<file path="src/rtl/tomasulo_pkg.sv">
// Shared Tomasulo core types: issue-queue entry layout and ROB age compare.
// Entry field widths here fix the PHY_W/TAG_W that issue queues are built with.
package tomasulo_pkg;

  localparam int IQ_PHY_W = 6;
  localparam int IQ_TAG_W = 5;

  typedef struct packed {
    logic                valid;
    logic                rs_rdy;
    logic                rt_rdy;
    logic                regwrite;
    logic [IQ_PHY_W-1:0] rs;
    logic [IQ_PHY_W-1:0] rt;
    logic [IQ_PHY_W-1:0] rd;
    logic [IQ_TAG_W-1:0] robtag;
  } iq_entry_t;

  // True when tag lies beyond the mispredicted branch, measured from the ROB head (mod 2^TAG_W).
  function automatic logic rob_younger(input logic [IQ_TAG_W-1:0] tag,
                                       input logic [IQ_TAG_W-1:0] top,
                                       input logic [IQ_TAG_W-1:0] depth);
    logic [IQ_TAG_W-1:0] diff;
    diff = tag - top;
    return diff > depth;
  endfunction

endpackage

</file>
<file path="src/rtl/issq_wakeup_cmp.sv">
// Wakeup CAM cell: matches one physical register address against all result buses.
module issq_wakeup_cmp
  import tomasulo_pkg::*;
#(
  parameter int PHY_W   = IQ_PHY_W,
  parameter int NUM_CDB = 1
) (
  input  logic [PHY_W-1:0]         PhyAddr,
  input  logic [NUM_CDB-1:0]       CdbWrite,
  input  logic [NUM_CDB*PHY_W-1:0] CdbAddr,
  output logic                     Hit
);

  logic [NUM_CDB-1:0] portHit;

  for (genvar gi = 0; gi < NUM_CDB; gi++) begin : g_port
    assign portHit[gi] = CdbWrite[gi] && (CdbAddr[gi*PHY_W +: PHY_W] == PhyAddr);
  end

  assign Hit = |portHit;

endmodule

</file>
<file path="src/rtl/issue_queue_param.sv">
// Collapsing issue queue with CDB wakeup, oldest-ready select and branch squash.
// Optional ISSQ_OCC_COUNT_EN adds a registered Issque_Occupancy output.
module issue_queue_param
  import tomasulo_pkg::*;
#(
  parameter int DEPTH   = 8,
  parameter int PHY_W   = IQ_PHY_W,
  parameter int TAG_W   = IQ_TAG_W,
  parameter int NUM_CDB = 1
) (
  input  logic                     Clk,
`ifdef ISSQ_OCC_COUNT_EN
  output logic [$clog2(DEPTH+1)-1:0] Issque_Occupancy,
`endif
  input  logic                     Reset,
  input  logic [NUM_CDB-1:0]       Cdb_PhyRegWrite,
  input  logic [NUM_CDB*PHY_W-1:0] Cdb_RdPhyAddr,
  input  logic                     Dis_Issquenable,
  input  logic                     Dis_RsDataRdy,
  input  logic                     Dis_RtDataRdy,
  input  logic                     Dis_RegWrite,
  input  logic [PHY_W-1:0]         Dis_RsPhyAddr,
  input  logic [PHY_W-1:0]         Dis_RtPhyAddr,
  input  logic [PHY_W-1:0]         Dis_NewRdPhyAddr,
  input  logic [TAG_W-1:0]         Dis_RobTag,
  output logic                     Issque_QueueFull,
  output logic                     Issque_TwoOrMoreVacant,
  output logic                     Iss_Rdy,
  input  logic                     Iss_Grant,
  output logic [PHY_W-1:0]         Iss_RsPhyAddr,
  output logic [PHY_W-1:0]         Iss_RtPhyAddr,
  output logic [PHY_W-1:0]         Iss_RdPhyAddr,
  output logic [TAG_W-1:0]         Iss_RobTag,
  output logic                     Iss_RegWrite,
  input  logic                     Cdb_Flush,
  input  logic [TAG_W-1:0]         Rob_TopPtr,
  input  logic [TAG_W-1:0]         Cdb_RobDepth
);

  localparam int OCC_W = $clog2(DEPTH+1);
  localparam int SEL_W = $clog2(DEPTH);

  iq_entry_t entryReg  [DEPTH];
  iq_entry_t entryNext [DEPTH];
  iq_entry_t upd       [DEPTH];
  iq_entry_t disEntry;

  logic [DEPTH-1:0] validAf, ready, issueOh, shiftDn;
  logic [DEPTH:0]   wakeRs, wakeRt;
  logic [PHY_W-1:0] rsAddr [DEPTH+1];
  logic [PHY_W-1:0] rtAddr [DEPTH+1];
  logic [SEL_W-1:0] selIdx;
  logic [OCC_W-1:0] occ;
  logic             issRdy, issue;

  // Comparator slot DEPTH serves the incoming dispatch (same-cycle bypass).
  for (genvar gi = 0; gi < DEPTH; gi++) begin : g_addr
    assign rsAddr[gi] = entryReg[gi].rs;
    assign rtAddr[gi] = entryReg[gi].rt;
  end
  assign rsAddr[DEPTH] = Dis_RsPhyAddr;
  assign rtAddr[DEPTH] = Dis_RtPhyAddr;

  for (genvar gi = 0; gi <= DEPTH; gi++) begin : g_wake
    issq_wakeup_cmp #(.PHY_W(PHY_W), .NUM_CDB(NUM_CDB)) u_rs (
      .PhyAddr (rsAddr[gi]),
      .CdbWrite(Cdb_PhyRegWrite),
      .CdbAddr (Cdb_RdPhyAddr),
      .Hit     (wakeRs[gi])
    );
    issq_wakeup_cmp #(.PHY_W(PHY_W), .NUM_CDB(NUM_CDB)) u_rt (
      .PhyAddr (rtAddr[gi]),
      .CdbWrite(Cdb_PhyRegWrite),
      .CdbAddr (Cdb_RdPhyAddr),
      .Hit     (wakeRt[gi])
    );
  end

  always_comb begin
    validAf = '0;
    ready   = '0;
    for (int i = 0; i < DEPTH; i++) begin
      validAf[i] = entryReg[i].valid &
                   ~(Cdb_Flush & rob_younger(entryReg[i].robtag, Rob_TopPtr, Cdb_RobDepth));
      ready[i]   = validAf[i] & entryReg[i].rs_rdy & entryReg[i].rt_rdy;
    end
  end

  always_comb begin
    selIdx = '0;
    for (int i = DEPTH-1; i >= 0; i--) begin
      if (ready[i]) selIdx = SEL_W'(i);
    end
  end

  assign issRdy = |ready;
  assign issue  = Iss_Grant & issRdy;

  // An entry moves down whenever anything at or below it is empty or leaving.
  always_comb begin
    logic run;
    run     = 1'b0;
    issueOh = '0;
    shiftDn = '0;
    occ     = '0;
    for (int i = 0; i < DEPTH; i++) begin
      issueOh[i]    = issue & (selIdx == SEL_W'(i));
      run           = run | ~validAf[i] | issueOh[i];
      shiftDn[i]    = run;
      occ           = occ + OCC_W'(validAf[i]);
      upd[i]        = entryReg[i];
      upd[i].valid  = validAf[i] & ~issueOh[i];
      upd[i].rs_rdy = entryReg[i].rs_rdy | wakeRs[i];
      upd[i].rt_rdy = entryReg[i].rt_rdy | wakeRt[i];
    end
  end

  assign Issque_QueueFull       = (occ == OCC_W'(DEPTH)) & ~issue;
  assign Issque_TwoOrMoreVacant = (occ - OCC_W'(issue)) <= OCC_W'(DEPTH-2);

  always_comb begin
    disEntry.valid    = Dis_Issquenable & ~Issque_QueueFull &
                        ~(Cdb_Flush & rob_younger(Dis_RobTag, Rob_TopPtr, Cdb_RobDepth));
    disEntry.rs_rdy   = Dis_RsDataRdy | wakeRs[DEPTH];
    disEntry.rt_rdy   = Dis_RtDataRdy | wakeRt[DEPTH];
    disEntry.regwrite = Dis_RegWrite;
    disEntry.rs       = Dis_RsPhyAddr;
    disEntry.rt       = Dis_RtPhyAddr;
    disEntry.rd       = Dis_NewRdPhyAddr;
    disEntry.robtag   = Dis_RobTag;
    for (int i = 0; i < DEPTH-1; i++) begin
      entryNext[i] = shiftDn[i] ? upd[i+1] : upd[i];
    end
    entryNext[DEPTH-1] = shiftDn[DEPTH-1] ? disEntry : upd[DEPTH-1];
  end

  always_ff @(posedge Clk) begin
    if (Reset) begin
      for (int i = 0; i < DEPTH; i++) entryReg[i] <= '0;
    end else begin
      for (int i = 0; i < DEPTH; i++) entryReg[i] <= entryNext[i];
    end
  end

  assign Iss_Rdy       = issRdy;
  assign Iss_RsPhyAddr = entryReg[selIdx].rs;
  assign Iss_RtPhyAddr = entryReg[selIdx].rt;
  assign Iss_RdPhyAddr = entryReg[selIdx].rd;
  assign Iss_RobTag    = entryReg[selIdx].robtag;
  assign Iss_RegWrite  = entryReg[selIdx].regwrite;

`ifdef ISSQ_OCC_COUNT_EN
  logic [OCC_W-1:0] occReg;
  always_ff @(posedge Clk) begin
    if (Reset) occReg <= '0;
    else       occReg <= occ - OCC_W'(issue) + OCC_W'(disEntry.valid);
  end
  assign Issque_Occupancy = occReg;
`endif

  a_grant_needs_rdy : assert property (@(posedge Clk) disable iff (Reset)
    Iss_Grant |-> issRdy) else $error("Iss_Grant while Iss_Rdy=0");

  a_no_dispatch_full : assert property (@(posedge Clk) disable iff (Reset)
    Dis_Issquenable |-> !Issque_QueueFull) else $error("dispatch while queue full");

endmodule

</file>
<file path="config.mk">
export PLATFORM = sky130hd
export DESIGN_NAME = issue_queue_param
export DESIGN_NICKNAME = d
export VERILOG_FILES = /design/src/rtl/tomasulo_pkg.sv /design/src/rtl/issq_wakeup_cmp.sv /design/src/rtl/issue_queue_param.sv
export SDC_FILE = /design/constraint.sdc
export NUM_CORES = 1
export LEC_CHECK = 0
export CORE_ASPECT_RATIO = 1.2
export CORE_MARGIN = 2
export CORE_UTILIZATION = 32
export CTS_CLUSTER_DIAMETER = 200
export DETAILED_ROUTE_END_ITERATION = 12
export DONT_BUFFER_PORTS = 1
export GPL_ROUTABILITY_DRIVEN = 0
export RECOVER_POWER = 100
export SLEW_MARGIN = 5
export SYNTH_ARGS = -nofsm -noshare
export SYNTH_HDL_FRONTEND = slang
export SYNTH_HIERARCHICAL = 1
export SYNTH_SLANG_ARGS = --single-unit
</file>
<file path="constraint.sdc">
create_clock -name Clk -period 6.1 [get_ports Clk]
set_input_delay 0.61 -clock Clk [delete_from_list [all_inputs] [get_ports Clk]]
set_output_delay 0.61 -clock Clk [all_outputs]
set_load 0.05 [all_outputs]
</file>
After elaboration in Yosys (flattened, before gate mapping)
Memory sizes are Yosys's and may differ from the RTL's. Index checks and enable logic that the tools add are counted.

Bits of input ports: 48. Bits in read-only memories: 0. Flip-flop bits (word level): 0. Bits in latches: 0. Memories kept: 1. Word-level logic and storage cells: 222. RAM bits: 216.

Memories: entryReg (words 8, bits a word 27, read ports 9, clocked after Yosys merged registers in 0, wr ports 8, RTL line issue_queue_param.sv:43) `iq_entry_t entryReg [DEPTH];`.

Add/subtract/negate cells: 17. Equal/unequal tests: 26. Divide/modulo/power cells: 0. Shift-type cells: 0. Reduce and logical (&&, ||, !) cells: 20. Bitwise gates (word level): 121. Magnitude comparators: 10. Multiply operators: 0. Muxes and demuxes: 27.

Operators with widths (count): 27-bit 2-to-1 mux (16); 6-bit == test (18); 1-bit bitwise AND (53); 5-bit greater-than comparator (9); 5-bit subtractor (9); 1-bit bitwise OR (41); 1-bit NOT (27); 3-bit 2-to-1 mux (8); 1-bit logical AND (18); 4-bit by 1-bit adder with 4-bit output (4); 3-bit == test, second input constant (4); 8-bit OR reduction (1); 3-bit by 2-bit == test with 1-bit output, second input constant (2); 3-bit by 1-bit adder with 4-bit output (1); 4-bit == test, second input constant (1); 4-bit by 3-bit less-or-equal comparator with 1-bit output, second input constant (1); 4-bit by 1-bit subtractor with 4-bit output (1); 2-bit by 1-bit adder with 3-bit output (1); 3-bit by 1-bit == test with 1-bit output, second input constant (1); 3-bit zero test (1); 1-bit 2-to-1 mux (3); 1-bit by 1-bit adder with 2-bit output (1).

Longest topological paths before layout
Gate-level depths: netlist of the first run.

Depth after elaboration: 34. Mapped depth: 21. Depth with buffers taken out: 21.

Hierarchy
Netlist of the first run, hierarchy kept.

By module, submodules not included: issue_queue_param (instances 1, area each 12167.9 µm², cells an instance 1395, seq. area each 4324.1 µm²); issq_wakeup_cmp (instances 18, area each 71.3 µm², cells an instance 8, seq. area each 0.0 µm²).

Least setup slack after synthesis of the first run
No wires, ideal clock.

Kind: input-to-output. Start point: input port Rob_TopPtr[1]. End point: output port Issque_TwoOrMoreVacant. Cell stages on the path: 19. Slack: -986 ps. Path buffers: 0. Data arrival time: 6476 ps. Cell sequence: inv_1 > fa_1 > a21o_1 > a21oi_1 > xnor2_1 > ha_1 > nand2_1 > a211oi_2 > o221ai_2 > fa_1 > fa_1 > fa_1 > ha_1 > fa_1 > inv_1 > ha_1 > xnor2_1 > nor3_1 > nor3_1.

Longest elaborated chain between the ends: 14. Elaborated cells on any way between the ends: 67. Those cells by class: 16 x add/sub; 9 x order compare; 41 x bitwise; 1 x reduce/logical.

Ends and longest elaborated chain: from (decl) (RTL line issue_queue_param.sv:36) `input logic [TAG_W-1:0] Rob_TopPtr,`; 5-bit subtractor (RTL line tomasulo_pkg.sv:24) `diff = tag - top;`; 5-bit greater-than comparator (RTL line tomasulo_pkg.sv:25) `return diff > depth;`; 1-bit bitwise AND (RTL line issue_queue_param.sv:84) `~(Cdb_Flush & rob_younger(entryReg[i].robtag, Rob_TopPtr, Cdb_RobDepth));`; 1-bit NOT (RTL line issue_queue_param.sv:84); 1-bit bitwise AND (RTL line issue_queue_param.sv:83) `validAf[i] = entryReg[i].valid &`; 1-bit by 1-bit adder with 2-bit output (RTL line issue_queue_param.sv:110) `occ = occ + OCC_W'(validAf[i]);`; 2-bit by 1-bit adder with 3-bit output (RTL line issue_queue_param.sv:110); 3-bit by 1-bit adder with 4-bit output (RTL line issue_queue_param.sv:110); 4-bit by 1-bit adder with 4-bit output (4 in a row) (RTL line issue_queue_param.sv:110); 4-bit by 1-bit subtractor with 4-bit output * (RTL line issue_queue_param.sv:119) `assign Issque_TwoOrMoreVacant = (occ - OCC_W'(issue)) <= OCC_W'(DEPTH-2);`; 4-bit by 3-bit less-or-equal comparator with 1-bit output * (RTL line issue_queue_param.sv:119); to (decl) (RTL line issue_queue_param.sv:27) `output logic Issque_TwoOrMoreVacant,`.

Mark *: on every way between the ends. The rest lies on a longest branch, timed or not.

==> results.json, run 1 <==
{
  "clock_latency_ns": 0.54,
  "grtUsageTotal": 0.192,
  "largest_register": "entryReg",
  "h-tree-depth": 1,
  "final_cells": 2144,
  "synth_fp_nets": 1686,
  "route.detailed.drc": 0,
  "worst-slew-pin-transition_ns": 2.54,
  "cts.sinks": 216,
  "dp_slack_ns": -0.107,
  "fmax_mhz": 159,
  "synth-seq-area-share": 0.321,
  "via_count": 11607,
  "top_regs": "entryReg (216)",
  "startpoint_type": "flip-flop",
  "reg2reg_depth": 18,
  "die_w_um": 191,
  "relSlewSlack": -0.693,
  "placed_cells": 2087,
  "drive_gt1_frac": 0.151,
  "cellLeakagePower_nw": 6.52,
  "synth_edf_count": 0,
  "cts.clk_slew.worst_paths_ns": 0.06,
  "reg2reg_slack_ns": 0.05,
  "drt_first_pass_iters": 6,
  "worstSetupPathType": "flip-flop to output pin",
  "final_nets": 1729,
  "areaGrowthSynthToFinish_pct": 16.1,
  "hold_path_end": "entryReg[7][22]",
  "outcome": "finished with violations",
  "io_buffers": 0,
  "regToRegEndpoint": "entryReg[2][21]",
  "hold_start": "Reset",
  "hold-path-cell-count": 1,
  "fin_crit_ns": 6.31,
  "min_path_type": "input pin to flip-flop",
  "netlist_instances": 1539,
  "cts_root_buffer": "clkbuf_16",
  "drv_cap": 2,
  "post-route-period-util": 1.03,
  "cp_max_fo": 2,
  "antenna_found_initial": 0,
  "ys_warn_count": 6,
  "dp_hpwl_mm": 30.4,
  "final.setup.worst_slack_ns": -0.208,
  "drt_iter0_drc": 1003,
  "required_ns": 5.49,
  "largest_reg_flops": 216,
  "fin_worst_skew_ns": 0.0198,
  "cp-end-kind": "output pin",
  "power_density_nw_per_um2": 220,
  "overflow": 0,
  "regToRegStartpoint": "entryReg[1][0]",
  "cts_tree": "done",
  "synth_ff_type": "dfxtp_1",
  "grt_max_degree": 217,
  "die_h_um": 229,
  "crit_arrival_ns": 5.70,
  "finalWirelength_mm": 42.3,
  "netlist_area_sq_um": 13500,
  "vias_per_cell": 5.41,
  "core-area_sq_um": 41700,
  "antenna_left": 0,
  "ys_ff_latch": 216,
  "clockBufferDepth": 3,
  "row_count": 82,
  "ir_drop_uv": 184,
  "grt_pass1_vias": 11526,
  "numCtsBuffers": 26,
  "violations": "max-capacitance violations, max-slew violations, negative setup slack",
  "grt_pass1_wl_mm": 66.0,
  "setup_viol": 3,
  "io_pins": 75,
  "async_flop_share": 0,
  "initial_core_util": 0.323,
  "hold_violations": 0,
  "dieArea_sq_um": 43700,
  "routedWlPerCell_um": 19.7,
  "antennaDiodeCount": 0,
  "synth_area_per_cell_sq_um": 8.74,
  "finalMaxSlewViolations": 55,
  "rsz0062_at_grt": "true",
  "synth.distinct_cells": 71,
  "hold_buffers": 0
}
-- synth_stat cells, types with 6 or more instances --
cell / number / area share
xnor2_1: 82 / 0.053
buf_4: 6 / 0.0033
nand2b_1: 12 / 0.0056
a22oi_1: 7 / 0.0039
nor3_1: 39 / 0.015
o22ai_1: 11 / 0.0051
inv_1: 32 / 0.0089
o21ai_0: 10 / 0.0037
nor4_2: 18 / 0.017
fa_1: 13 / 0.019
dfxtp_1: 216 / 0.32
o21ai_1: 27 / 0.010
a221oi_1: 32 / 0.021
xor2_1: 64 / 0.042
nand2_1: 180 / 0.050
nor2_1: 133 / 0.037
clkbuf_1: 47 / 0.013
buf_2: 26 / 0.0097
o21a_1: 8 / 0.0045
o21bai_1: 6 / 0.0033
a21oi_1: 153 / 0.057
nor2b_1: 8 / 0.0037
mux2i_1: 127 / 0.095
nand4_1: 27 / 0.013
a21o_1: 24 / 0.013
a211oi_1: 13 / 0.0073
nand3_1: 36 / 0.013
mux2_2: 24 / 0.020
ha_1: 86 / 0.080
-- layout by cell type (no fill, tap or decap), types with 6 or more instances in the layout --
cell type and n:
nor3_1 33, o21ai_0 10, nor2_1 130, buf_4 79, mux2i_1 127, nand2_1 178, xor2_1 63, nor2b_1 8
xnor2_1 81, clkbuf_1 7, a22oi_1 7, nand3_1 36, o21bai_1 6, o22ai_1 10, clkbuf_16 26, nand2b_1 12
nor4_2 18, a21o_1 24, o21ai_1 26, o21a_1 8, a221oi_1 31, inv_1 27, dfxtp_1 214, buf_12 6
nand4_1 27, fa_1 9, clkbuf_2 8, mux2_2 24, a211oi_1 13, ha_1 83, a21oi_1 149, clkbuf_8 6
-- repair_timing --
item,in CTS,in global routing
pin swaps,16,9
setup endpoints to repair,2,5
gates resized for setup,22,7
buffers inserted,11,2
-- area by class of cell --
cell class / instances / area [sq um]
clock buffer: 35 / 744
clock inverter: 9 / 113
fill: 4269 / 26000
multi-input combinational: 1205 / 8830
sequential: 216 / 4330
inverter: 33 / 128
tap: 546 / 683
timing repair buffer: 100 / 795
-- power by group --
group	internal, W	switching, W	total, W	leakage (nW)
Sequential	0.00144	0.0000343	0.00148	1.76
Clock	0.000936	0.000613	0.00155	0.423
Combinational	0.000189	0.000230	0.000419	4.34
-- cell families (layout without fill, tap and decap cells) --
group	count (synthesis)	count (layout)	synth area share
muxes	153	153	0.116
DFF	216	216	0.321
adders and majority gates	99	99	0.0993
AOI/OAI and AO/OA	333	333	0.164
buffers and inverters	118	177	0.0381
xor gates and xnor gates	146	146	0.0951
and+or+nand+nor	474	474	0.165
-- stage by stage --
step,utilization,setup TNS [ns],hold WS [ns],cell area [sq um],total power [W]
finish,0.375,-0.291,0.162,15600,0.00344
global route,0.375,-6.40,0.148,15600,0.00359
CTS,0.376,-0.172,0.135,15600,0.00346
detailed placement,0.351,-0.107,0.446,14600,0.00191
global placement,0.351,0,0.436,14600,0.00189
floorplan,-,-0.211,0.431,13500,0.00182
-- worst max-delay path, cell delays in order, from the launching register on --
cell,delay (ns)
dfxtp_2,0.32
inv_2,0.08
ha_4,0.13
inv_2,0.04
fa_2,0.34
a21o_1,0.19
a21oi_2,0.16
xnor2_1,0.09
ha_1,0.32
nand2_2,0.09
buf_4,0.14
buf_4,0.12
o221ai_2,0.20
fa_1,0.49
fa_1,0.52
fa_1,0.42
ha_2,0.20
fa_2,0.55
inv_2,0.05
ha_4,0.16
xnor2_2,0.14
nor3_2,0.07
nor3_4,0.19
buf_12,0.16
-- routing by layer --
layer  track usage  up-vias  routed length [um]
met4        0.0707        0                1610
li1              -     5558                   -
met2         0.341      290               21300
met3        0.0193       90                1730
met1         0.237     5669               17600
met5             0        -                   0
-- worst max-delay path by stage --
stage	startpoint	endpoint	slack, ns	depth (start not counted)
5_1_grt	entryReg[3][0]	Issque_TwoOrMoreVacant	-0.40	23
3_3_place_gp	Rob_TopPtr[1]	Issque_TwoOrMoreVacant	0.01	20
2_1_floorplan	Rob_TopPtr[1]	Issque_TwoOrMoreVacant	-0.21	19
3_5_place_dp	Rob_TopPtr[1]	Issque_TwoOrMoreVacant	-0.11	20
4_1_cts	entryReg[3][0]	Issque_TwoOrMoreVacant	-0.16	22
6_report	entryReg[3][0]	Issque_TwoOrMoreVacant	-0.21	23
Note: power is estimated with default switching activity, not from simulation.
==> inputs of run 2 (changes only) <==
- GPL_TIMING_DRIVEN: default -> 0
==> run 2 against run 1 <==
The run ends with negative setup slack left. First-iteration DRC count down 4.1%. Sequential power barely moved. Clock skew decreased by 0.011 ns. Cell count is 0.14% lower. Hold slack improved by 0.023 ns. Clock power is 4% lower. Die area unchanged.
==> results.json, run 2 (synthesis gave the netlist of run 1 again) <==
{
  "outcome": "finished with violations",
  "violations": "negative setup slack",
  "io_pins": 75,
  "required_ns": 5.49,
  "clockBufferDepth": 3,
  "drive_gt1_frac": 0.138,
  "relSlewSlack": 0.380,
  "antennaDiodeCount": 0,
  "cellLeakagePower_nw": 6.33,
  "via_count": 11806,
  "final.setup.worst_slack_ns": -0.413,
  "drt_iter0_drc": 962,
  "combPwrFrac": 0.130,
  "setup_tns_ns": -0.622,
  "row_count": 82,
  "h-tree-depth": 1,
  "fin_crit_ns": 6.51,
  "numCtsBuffers": 23,
  "worst-slew-pin-transition_ns": 0.929,
  "top_regs": "entryReg (216)",
  "hold_violations": 0,
  "dieArea_sq_um": 43700,
  "fillers": 4256,
  "switching_share": 0.260,
  "layout_common_cells": "dfxtp_1, nand2_1, a21oi_1",
  "setup_viol": 2,
  "holdWs_ns": 0.185,
  "final_nets": 1728,
  "switching_power_w": 0.000890,
  "cp-end-kind": "output pin",
  "worstSetupPathType": "flip-flop to output pin",
  "p_seq_frac": 0.432,
  "cp_num_buf_inv": 3,
  "slowest_stage": "fa_1",
  "vias_per_cell": 5.51,
  "layout_commonest_cell": "dfxtp_1",
  "route.detailed.drc": 0,
  "finalWirelength_mm": 46.6,
  "cpLargestDelayFamily": "adder cells",
  "fin_worst_skew_ns": 0.00882,
  "startpoint_type": "flip-flop",
  "cts.clk_slew.worst_paths_ns": 0.06,
  "die_h_um": 229,
  "die_w_um": 191,
  "power_density_nw_per_um2": 221,
  "antenna_left": 0,
  "io_buffers": 0,
  "areaGrowthSynthToFinish_pct": 15.1,
  "routedWlPerCell_um": 21.8,
  "path_cells": "inv_2, ha_4, inv_2, fa_2, a21o_1, a21oi_2, xnor2_1, ha_1, nand2_1, nand3b_1, o221ai_4, fa_1, fa_1, fa_1, ha_2, fa_2, inv_2, ha_4, xnor2_2, nor3_2, nor3_4",
  "initial_core_util": 0.323,
  "cts_root_buffer": "clkbuf_16",
  "dp_slack_ns": -0.906,
  "dp_hpwl_mm": 35.0,
  "cp_max_fo": 3,
  "cts_tree": "done",
  "cts.sinks": 216,
  "p_clk_frac": 0.437,
  "grtUsageTotal": 0.212,
  "core-area_sq_um": 41700,
  "slowest_delay_ns": 0.57,
  "grt_pass1_vias": 12115,
  "antenna_found_initial": 0,
  "drt_first_pass_iters": 6,
  "grt_max_degree": 19,
  "clock_latency_ns": 0.52,
  "largest_register": "entryReg",
  "overflow": 0,
  "post-route-period-util": 1.07,
  "crit_arrival_ns": 5.90,
  "ir_drop_uv": 171,
  "internal_power_w": 0.00253,
  "hold_buffers": 0,
  "min_path_type": "input pin to flip-flop",
  "largest_reg_flops": 216,
  "drv_cap": 0,
  "finalMaxSlewViolations": 0,
  "rsz0062_at_grt": "true",
  "fmax_mhz": 154,
  "grt_pass1_wl_mm": 70.5
}
-- run 2: worst paths after layout --
check	from	endpoint	slack (ns)	cells past startpoint
worst max-delay path	entryReg[0][0]	Issque_TwoOrMoreVacant	-0.41	21
worst min-delay path	Iss_Grant	entryReg[0][26]	0.19	1
worst max register to register	entryReg[0][0]	entryReg[7][26]	0.57	22
worst min register to register	entryReg[0][10]	entryReg[0][10]	0.46	2
-- run 2: metal layers --
layer | up-vias | global-route usage | routed length [um]
met2 | 418 | 0.380 | 23400
met1 | 5701 | 0.237 | 17800
li1 | 5557 | - | -
met3 | 130 | 0.0367 | 3010
met4 | 0 | 0.109 | 2410
met5 | - | 0 | 0
-- run 2: final cells by class --
type	instances	area, sq um	share of cell area
Inverter	33	128	0.00824
Clock inverter	11	165	0.0107
Multi-Input combinational cell	1205	9000	0.581
Tap cell	546	683	0.0441
Clock buffer	28	634	0.0410
Sequential cell	216	4330	0.280
Timing Repair Buffer	17	140	0.00905
Buffer	85	407	0.0263
-- run 2: worst reg2reg max path: cells and delay by family, from the launching register on --
family                     cells  cell delay, ns
xor gates and xnor gates       2            0.27
adders and majority gates      8            2.86
DFF                            1            0.32
and+or+nand+nor                4            0.67
buffers and inverters          3            0.31
AOI/OAI and AO/OA              5            0.95
-- run 2: power groups by stage --
stage                     registers [W]  clock network (W)  logic [W]
final                           0.00148            0.00149   0.000445
after global routing            0.00148            0.00157   0.000494
after CTS                       0.00148            0.00151   0.000436
after detailed placement        0.00151                  0   0.000420
after global placement          0.00151                  0   0.000404
after floorplan                 0.00149                  0   0.000323
-- run 2: per-stage QoR --
| stage | util | cells | total power, W | instance area, sq um |
|---|---|---|---|---|
| after floorplan | - | 1539 | 0.00182 | 13500 |
| after global placement | 0.341 | 2085 | 0.00191 | 14200 |
| after detailed placement | 0.341 | 2085 | 0.00193 | 14200 |
| after CTS | 0.368 | 2140 | 0.00342 | 15300 |
| after global routing | 0.372 | 2141 | 0.00354 | 15500 |
| final | 0.372 | 2141 | 0.00342 | 15500 |
-- run 2: repair_timing --
action	4_1_cts	5_1_grt
pin swaps	30	19
gates resized for setup	41	31
buffers inserted	16	1
cloned	0	0
setup endpoints to repair	24	26
